--- src/rtl/loop_interface_segmenter.sv ---
// Loopback segmenter: pops one word from the RX FIFO, pads it with zeros at the
// LSBs to a whole number of segments and writes the segments to the TX FIFO.
//
// state    | meaning
// ---------+---------------------------------------------------------------
// IDLE     | no word in flight, waiting for RX FIFO non-empty
// LOAD     | capture padded head word, pop strobe to RX FIFO
// WAIT_RDY | current segment presented on o_tx_data, waiting for TX ready
// WRITE    | write strobe for current segment, then next segment or word
module loop_interface_segmenter #(
    parameter int IN_W      = 56,
    parameter int OUT_W     = 34,
    parameter bit MSB_FIRST = 1'b1,
    parameter int CNT_W     = 16
) (
    input  logic             i_clk,
    input  logic             i_arst_n,
    input  logic             i_rx_valid,
    input  logic [IN_W-1:0]  i_rx,
    output logic             o_rx_rd,
    input  logic             i_tx_rdy,
    output logic [OUT_W-1:0] o_tx_data,
    output logic             o_tx_wr,
    output logic             o_busy,
    output logic [CNT_W-1:0] o_word_cnt
);

    localparam int NUM_PARTS = (IN_W + OUT_W - 1) / OUT_W;
    localparam int TOT_W     = NUM_PARTS * OUT_W;
    localparam int PART_W    = (NUM_PARTS > 1) ? $clog2(NUM_PARTS) : 1;
    localparam logic [PART_W-1:0] LAST_PART = PART_W'(NUM_PARTS - 1);

    typedef enum logic [3:0] {
        IDLE     = 4'b0001,
        LOAD     = 4'b0010,
        WAIT_RDY = 4'b0100,
        WRITE    = 4'b1000
    } state_t;

    state_t             state, state_nxt;
    logic [TOT_W-1:0]   word_q, word_nxt, p_load;
    logic [PART_W-1:0]  part_q, part_nxt;
    logic [OUT_W-1:0]   data_nxt;
    logic               cnt_inc;

    // Segment emitted at position p of the word; k=0 is the most-significant slice.
    function automatic logic [OUT_W-1:0] seg_of(input logic [TOT_W-1:0] w,
                                                input logic [PART_W-1:0] p);
        int k;
        k = MSB_FIRST ? int'(p) : (NUM_PARTS - 1 - int'(p));
        return OUT_W'(w >> ((NUM_PARTS - 1 - k) * OUT_W));
    endfunction

    // Left-justify the received word so pad zeros land at the LSBs.
    always_comb begin
        p_load = '0;
        p_load[TOT_W-1 -: IN_W] = i_rx;
    end

    // Next-state, next word/part and the segment to present on the next cycle.
    always_comb begin
        state_nxt = state;
        word_nxt  = word_q;
        part_nxt  = part_q;
        data_nxt  = o_tx_data;
        cnt_inc   = 1'b0;
        case (state)
            IDLE: begin
                if (i_rx_valid) state_nxt = LOAD;
            end
            LOAD: begin
                word_nxt  = p_load;
                part_nxt  = '0;
                data_nxt  = seg_of(p_load, '0);
                state_nxt = WAIT_RDY;
            end
            WAIT_RDY: begin
                if (i_tx_rdy) state_nxt = WRITE;
            end
            WRITE: begin
                if (part_q == LAST_PART) begin
                    cnt_inc   = 1'b1;
                    state_nxt = i_rx_valid ? LOAD : IDLE;
                end else begin
                    part_nxt  = part_q + PART_W'(1);
                    data_nxt  = seg_of(word_q, part_nxt);
                    state_nxt = WAIT_RDY;
                end
            end
            default: state_nxt = IDLE;
        endcase
    end

    // State, datapath and strobes are all registered; strobes decode next-state.
    always_ff @(posedge i_clk or negedge i_arst_n) begin
        if (!i_arst_n) begin
            state      <= IDLE;
            word_q     <= '0;
            part_q     <= '0;
            o_tx_data  <= '0;
            o_rx_rd    <= 1'b0;
            o_tx_wr    <= 1'b0;
            o_busy     <= 1'b0;
            o_word_cnt <= '0;
        end else begin
            state     <= state_nxt;
            word_q    <= word_nxt;
            part_q    <= part_nxt;
            o_tx_data <= data_nxt;
            o_rx_rd   <= (state_nxt == LOAD);
            o_tx_wr   <= (state_nxt == WRITE);
            o_busy    <= (state_nxt != IDLE);
            if (cnt_inc) o_word_cnt <= o_word_cnt + CNT_W'(1);
        end
    end

endmodule

--- config.mk ---
export PLATFORM = sky130hd
export DESIGN_NAME = loop_interface_segmenter
export DESIGN_NICKNAME = d
export VERILOG_FILES = /design/src/rtl/loop_interface_segmenter.sv
export SDC_FILE = /design/constraint.sdc
export NUM_CORES = 1
export LEC_CHECK = 0
export BUFFER_PORTS_ARGS = -buffer_cell sky130_fd_sc_hd__buf_2
export CORE_MARGIN = 3
export CORE_UTILIZATION = 45
export CTS_BUF_LIST = sky130_fd_sc_hd__clkbuf_4 sky130_fd_sc_hd__clkbuf_8
export CTS_CLUSTER_DIAMETER = 80
export DETAILED_ROUTE_END_ITERATION = 8
export PLACE_DENSITY = 0.73
export SETUP_SLACK_MARGIN = 0.02
export SKIP_LAST_GASP = 1
export SYNTH_ARGS = -nofsm -noshare
export SYNTH_HDL_FRONTEND = slang
export SYNTH_SLANG_ARGS = --single-unit
export TNS_END_PERCENT = 30
--- constraint.sdc ---
create_clock -name i_clk -period 2.4 [get_ports i_clk]
set_clock_uncertainty 0.15 [all_clocks]
set_input_delay 0.48 -clock i_clk [delete_from_list [all_inputs] [get_ports i_clk]]
set_output_delay 0.48 -clock i_clk [all_outputs]
set_load 0.02 [all_outputs]
# Yosys cells after proc, flatten, opt, wreduce, memory -nomap -nowiden
# Cells that the tools add are included.
op_classes:
  add_sub_neg: 3
  n_mul: 1
  n_eq_ne: 8
  shifts: 1
  muxes: 11
  n_reduce_logical: 2
ops:
  columns: ["op", "n"]
  rows:
  - ["$pmux W34 S2", 1]
  - ["$shr A68 B32 Y34", 1]
  - ["$mux W34", 1]
  - ["$add A16 B1 Y16 const B", 1]
  - ["$pmux W4 S4", 1]
  - ["$eq A4 B2 Y1 const B", 2]
  - ["$eq A4 B4 Y1 const B", 2]
  - ["$mul A2 B6 Y8 const B", 1]
  - ["$mux W4", 2]
  - ["$eq A4 B1 Y1 const B", 1]
  - ["$eq A4 B3 Y1 const B", 1]
  - ["$ne A4 B1 Y1 const B", 1]
  - ["$mux W1", 3]
  - ["$mux W3", 1]
  - ["$mux W2", 1]
  - ["$ne A2 B2 Y1 const B", 1]
  - ["$pmux W1 S2", 1]
  - ["$reduce_and A2 Y1", 1]
  - ["$reduce_bool A2 Y1", 1]
  - ["$sub A1 B1 Y2 const A", 1]
  - ["$add A1 B1 Y1 const B", 1]
totals:
  regBits: 114
  out_inout_bits: 53
  wordCells: 34

# Logic depth before layout (Yosys ltp)
# Gate-level depths: netlist of the first run.
depth:
  depth_word: 6
  mapped_depth: 6

# Least setup slack after synthesis of the first run
# OpenSTA, ideal clock, no wires.
synth_path:
  path_type: "reg-to-reg"
  from: "reg state[2]"
  to: "reg word_q[19]"
  setup_ns: 0.125
  arrival_ns: 1.586
  required_time_ns: 2.125
  path_slack_ns: 0.539
  stages_incl_launch_ff: 6
  synth_period_minus_slack_ns: 1.861
  cell_sequence: "dfrtp_1 > buf_2 > or3b_4 > nor2_8 > buf_4 > mux2_2"
synth_via:
  elab_chain_cells: 1
synth_rtl:
  columns: ["item", "line_no", "source"]
  rows:
  - ["start: declaration", "40", "state_t state, state_nxt;"]
  - ["start signal: assignment", "106", "state <= state_nxt;"]
  - ["$eq A4 B2 Y1", "67", "case (state)"]
  - ["end signal: assignment", "107", "word_q <= word_nxt;"]
  - ["end: declaration", "41", "logic [TOT_W-1:0] word_q, word_nxt, p_load;"]
# No other way between the ends.
# A chain may end at the register's enable or synchronous reset.

# Worst setup path in the final report of the first run
layout_path:
  from: "reg state[0]"
  to: "reg o_tx_data[5]"
layout_via:
  elab_chain_cells: 3
  elab_cells_between_ends: 6
  cone_classes: "eq/ne: 3; mux: 1; reduce/logical: 2"
layout_rtl:
  columns: ["item", "line_no", "source"]
  rows:
  - ["$eq A4 B4 Y1 or $eq A4 B2 Y1 (tied branches)", "67", null]
  - ["$ne A2 B2 Y1 (no source line) or $reduce_bool A2 Y1 (tied branches)", null, null]
  - ["$reduce_and A2 Y1 (no source line)", null, null]
  - ["end signal: assignment", "109", "o_tx_data <= data_nxt;"]
  - ["end: declaration", "22", "output logic [OUT_W-1:0] o_tx_data,"]
# Several ways; a longest one is shown, not always the timed one.

==> metrics, run 1 <==
Worst Tran Pin Value=0.8037 ns; Synth Area per Inst=13.36 um2; num rows=30; largest family of logic cells by synthesized area=compound AO/OA/AOI/OAI gates; CTS tree=yes; CP required=2.53 ns; Mapped Cells=249; CORE AREA=0.006982 mm2; unrepaired setup endpoints after global routing=false; top cells by area, synth=dfrtp_1, a22o_1, mux2_2, a21o_1, xnor2_1; Pleak=2.233 nW; Total GRT Usage=17.13%; Area Overhead vs Synth=25.76%; port buffer count=112; Worst Setup End Kind=flop; Setup crit start kind=flop; fmax=452.7 MHz; htree depth=3; violated checks=hold timing; max cap viols=0; layout cells sized above 1=44.66%; synthesis-stage register bit count=80; Synth Flop Type=dfrtp_1; Clock Latency Late Sink=0.34 ns; R2R depth=5; setup_tns=0 ns; # hold bufs at CTS=0; Root Driver=clkbuf_8; top-count cell post-synth=dfrtp_1; Final setup viols=0; part of the cycle the worst path needs=92.03%; WL per Instance=15.20 um; adder-cell share of the synthesized area=0.3761%; n_diodes=0; fin nets=421; Post-synth EDFFs=0; vias=2399; maximum VDD drop=588.1 uV; area leader, netlist=dfrtp_1; die width=91.99 um; Crit. Startpoint=state[0]$_DFF_PN1_; drt initial violations=70; Chip Height=91.99 um; Resized cells post-CTS=0; initial antenna violation count=0; # fillers=580; DR pass1 iterations=5; setup slack after layout=0.1913 ns; vias in the first global route=2395; part of the Yosys area used for sequential elements=60.21%; Post-synth top cells=dfrtp_1, a22o_1, a21o_1, mux2_2, xnor2_1; Slew headroom=46.36%; hold_ws=-0.005599 ns; status=finished with violations; compound-cell area share of the yosys netlist=15.08%; CP max FO=19; gpl congestion=0.7934; Reg clk slew, reported paths=0.08 ns; num ports=113; CTS buffer count=9; postcts setup bufs=0; Tmin final=2.209 ns; top-area cell type share of the netlist area=59.42%; Post-Place Worst Slack=0.1709 ns; hpwl dp=4920 um; first-pass GRT wire length=11430 um; Netlist cell types=36; Worst Hold Class=input pin to async pin; drt total wl=7005 um; XOR/XNOR Fraction of Synth Area=3.949%; Final Hold Viols=1; Async S/R FF share, synth=100.0%; GRT Residual Overflow=0; reg2reg start=state[0]$_DFF_PN1_; post-synthesis simple-gate area fraction=8.349%; type of the worst setup path=flop to flop; Synth Net Count=310; synthesized area=0.003327 mm2; Power Dens Cells=1101 mW/mm2; DRC=0; Initial Util=47.65%; multi-input combinational cell area=0.001221 mm2; clock buffer depth=2; mux cell area share after synthesis=8.687%; die area=0.008461 mm2; largest net degree at the start of global routing=57; crit path DAT=2.33 ns; yosys warns=0; clk sinks=80; register area=0.002003 mm2; Routed Antenna Nets=0; Final Max Tran Viols=0; vias per cell=5.204
## layout make-up
type                            count  area share (%)
Clock inverter                      6           1.435
Clock buffer                       10           3.140
Multi-Input combinational cell    147           29.19
Tap cell                           96           2.871
Inverter                            4          0.3589
Sequential cell                    80           47.88
Timing Repair Buffer              118           15.13
## final timing paths
check,endpoint,slack (ns)
max in group asynchronous,o_tx_data[17]$_DFFE_PN0P_,1.50
worst max-delay path,o_tx_data[5]$_DFFE_PN0P_,0.19
worst min-delay path,o_word_cnt[8]$_DFFE_PN0P_,-0.006
worst max register to register,o_tx_data[5]$_DFFE_PN0P_,0.19
worst min register to register,o_tx_data[30]$_DFFE_PN0P_,0.32
min in group i_clk,word_q[32]$_DFFE_PN0P_,0.20
## sequential cells by signal (all words and copies together) (netlist names)
name	cells
part_q	1
state	4
o_rx_rd	1
o_word_cnt	16
word_q	22
o_busy	1
o_tx_wr	1
o_tx_data	34
## report_power, final
group	internal, mW	switching [mW]
Combinational	0.720	0.803
Clock	0.487	0.470
Sequential	1.84	0.286
Total	3.05	1.56
## per-layer routing
metal / vias to the layer above / share of wire, % / wire length, um / track usage (%)
met3: 13 / 5.0 / 352 / 3.692
met1: 1184 / 45 / 3128 / 22.10
met2: 73 / 48 / 3361 / 27.37
met4: 0 / 2.3 / 162 / 8.540
met5: - / 0 / 0 / 0
li1: 1129 / - / - / -
## critical path: stages (launching register included)
cell     delay [ns]
dfstp_2        0.66
or3b_4         0.21
nor2_8         0.04
nor2_2         0.65
buf_4          0.30
a22o_1         0.14
## cells by family after synthesis
family | count (synthesis)
and+or+nand+nor | 44
xor gates and xnor gates | 15
buffers and inverters | 22
adders and majority gates | 1
AOI/OAI and AO/OA | 61
DFF | 80
muxes | 26
## cells in the final DEF (no fill, tap or decap), types with 2 or more instances in the layout
cell type,synthesis,final
buf_2,8,111
dfrtp_1,79,79
a22o_1,34,34
a21o_1,22,22
mux2_2,21,21
xnor2_1,9,9
clkbuf_8,0,9
nor2_1,8,8
nand2_1,7,7
xor2_1,6,6
nand4_1,6,6
buf_4,5,5
inv_1,4,4
nor3_1,4,4
mux2i_1,3,3
and4_1,3,3
nand3_1,3,3
clkinv_2,0,3
or4b_2,2,2
nand2b_1,2,2
mux2_1,2,2
clkinvlp_4,0,2
buf_12,0,2
## metrics by stage
| stage | utilization, % | cell area (um2) | cells | power [mW] |
|---|---|---|---|---|
| 2_1_floorplan | - | 3327 | 249 | 3.163 |
| 3_3_place_gp | 57.19 | 3993 | 445 | 3.642 |
| 3_5_place_dp | 57.19 | 3993 | 445 | 3.698 |
| 4_1_cts | 59.93 | 4184 | 461 | 4.659 |
| 5_1_grt | 59.93 | 4184 | 461 | 4.882 |
| 6_report | 59.93 | 4184 | 461 | 4.605 |
(Power assumes the default switching activity.)
==> inputs of run 2 (changes only) <==
--- a/config.mk
+++ b/config.mk
@@ -5,13 +5,14 @@
 export SDC_FILE = /design/constraint.sdc
 export NUM_CORES = 1
 export LEC_CHECK = 0
+export ABC_AREA = 1
 export BUFFER_PORTS_ARGS = -buffer_cell sky130_fd_sc_hd__buf_2
 export CORE_MARGIN = 3
 export CORE_UTILIZATION = 45
 export CTS_BUF_LIST = sky130_fd_sc_hd__clkbuf_4 sky130_fd_sc_hd__clkbuf_8
 export CTS_CLUSTER_DIAMETER = 80
 export DETAILED_ROUTE_END_ITERATION = 8
-export PLACE_DENSITY = 0.73
+export PLACE_DENSITY = 0.72
 export SETUP_SLACK_MARGIN = 0.02
 export SKIP_LAST_GASP = 1
 export SYNTH_ARGS = -nofsm -noshare
==> metrics, run 2 <==
most common cell after layout, fill and taps aside=nand2_1; vias in the first global route=2803; Top reg by flops=o_tx_data; fin nets=571; synthesized area=0.003493 mm2; die width=94.11 um; port buffer count=112; layout cells sized above 1=27.82%; Post-synth top cells=nand2_1, dfrtp_1, nand3_1, inv_1; vias=2921; CORE AREA=0.007408 mm2; drt total wl=7630 um; Worst Hold Class=input pin to flop; critical-path cell list=nor2_1 > nand2_2 > inv_2 > nand2_1 > nand2_1; DRC=0; area leader, netlist=dfrtp_1; Final setup viols=0; Crit path top cell by count=nand2_1; Synth Flop Type=dfrtp_1; gpl congestion=0.8040; Setup crit start kind=flop; Reg clk slew, reported paths=0.08 ns; GRT Residual Overflow=0; clock buffer depth=2; CP required=2.53 ns; CP max FO=44; commonest non-fill, non-tap cells in the layout=nand2_1, buf_2, dfrtp_1; Clock Latency Late Sink=0.33 ns; Worst Setup End Kind=flop; status=finished, final reports clean; Mapped Cells=401; Worst Tran Pin Value=0.6742 ns; htree depth=3; Routed Antenna Nets=0; top-count cell post-synth=nand2_1; part of the cycle the worst path needs=71.42%; delay-heaviest family, CP=simple AND/OR/NAND/NOR gates; yosys warns=0; Final Hold Viols=0; top cells by area, synth=dfrtp_1, nand2_1, nand3_1, inv_1, nor2_4; Tmin final=1.714 ns; initial antenna violation count=0; n_diodes=0; Chip Height=94.11 um; Initial Util=47.15%; largest net degree at the start of global routing=49; fmax=583.4 MHz; synthesis-stage register bit count=80; Total GRT Usage=17.94%; type of the worst setup path=flop to flop; Synth Area per Inst=8.712 um2; crit path DAT=1.84 ns; Power Dens Cells=1140 mW/mm2; Synth Net Count=462; Critical path buffers and inverters=1; CTS tree=yes; num rows=31; Area Overhead vs Synth=24.07%; maximum VDD drop=636.5 uV; biggest regs=o_tx_data (34), word_q (22), o_word_cnt (16); drt initial violations=103; final core occ=58.50%; total chip power=4.943 mW; WL per Instance=12.45 um; die area=0.008856 mm2; Post-synth EDFFs=0; slowest cell on the critical path=inv_2; R2R setup slack=0.69 ns; part of the Yosys area used for sequential elements=57.34%; Root Driver=clkbuf_8; vias per cell=4.765; max reg flops=34; DR pass1 iterations=4; Netlist cell types=22; CTS buffer count=9; Async S/R FF share, synth=100.0%; num ports=113; top-area cell type share of the netlist area=56.59%; hpwl dp=5368 um; max cap viols=0; Max stage delay on crit path=0.51 ns; unrepaired setup endpoints after global routing=false; Slew headroom=54.99%; Final Max Tran Viols=0; Pleak=2.374 nW; setup_tns=0 ns; clk sinks=80; first-pass GRT wire length=12660 um
==> run 2: cell count changes after synthesis, moves of 8 or more <==
cell,delta
a21o_1,-22
a22o_1,-34
inv_1,+28
mux2_2,-21
nand2_1,+142
nand3_1,+61
o21ai_1,+8
==> run 2: repair_timing <==
action                                 in CTS  in global routing
endpoints found under the hold margin      37                  0
setup buffers                               0                  0
resized for setup                           0                  0
hold buffers                                1                  0
==> run 2: stage by stage <==
stage               hold slack (ns)  std cells  setup slack, ns  instance area, um2
finish                       0.1811        613           0.6860                4334
floorplan                   0.03441        401           0.7368                3493
CTS                          0.1684        613           0.6507                4334
detailed placement           0.3150        597           0.6869                4100
global placement             0.3121        597           0.7399                4100
global route                 0.1746        613           0.4932                4334
==> run 2: power by group <==
part | total, mW | switching, mW | internal (mW)
registers | 2.17 | 0.295 | 1.88
clock network | 1.10 | 0.456 | 0.648
logic | 1.67 | 1.07 | 0.597
total | 4.94 | 1.82 | 3.12
==> run 2: worst paths after layout <==
kind	start	endpoint	cells past startpoint
min in group asynchronous	i_arst_n	o_tx_data[8]$_DFFE_PN0P_	2
hold reg to reg	word_q[32]$_DFFE_PN0P_	word_q[32]$_DFFE_PN0P_	2
max in group asynchronous	i_arst_n	o_tx_data[14]$_DFFE_PN0P_	3
hold / removal	i_rx[7]	word_q[19]$_DFFE_PN0P_	3
setup reg to reg	state[2]$_DFF_PN0_	word_q[16]$_DFFE_PN0P_	5
setup / recovery	state[2]$_DFF_PN0_	word_q[16]$_DFFE_PN0P_	5
==> run 2: per-layer routing <==
layer | track usage, % | vias to the layer above | routed length (um)
li1 | - | 1478 | -
met1 | 23.82 | 1344 | 3383
met2 | 29.04 | 87 | 3645
met3 | 3.365 | 12 | 467
met4 | 6.980 | 0 | 133
met5 | 0 | - | 0
==> run 2: logic make-up (layout without fill, tap and decap cells) <==
group                      count (synthesis)  after routing  synth area share (%)
and+or+nand+nor                          242            242                 30.44
adders and majority gates                  1              1                0.3581
buffers and inverters                     54            167                 7.271
AOI/OAI and AO/OA                         14             14                 2.077
xor gates and xnor gates                  10             10                 2.507
DFF                                       80             80                 57.34
==> run 2: area by class of cell <==
type	instances	area, um2
clock inverter	3	65.06
tap	99	123.9
inverter	35	131.4
timing repair buffer	117	615.6
clock buffer	12	158.9
multi-input combinational	267	1236
fill	708	3074
sequential	80	2003
==> run 2: worst register-to-register path, stage by stage (launching register included) <==
cell and delay, ns:
dfrtp_1 0.42, nor2_1 0.17, nand2_2 0.13, inv_2 0.52, nand2_1 0.18, nand2_1 0.09
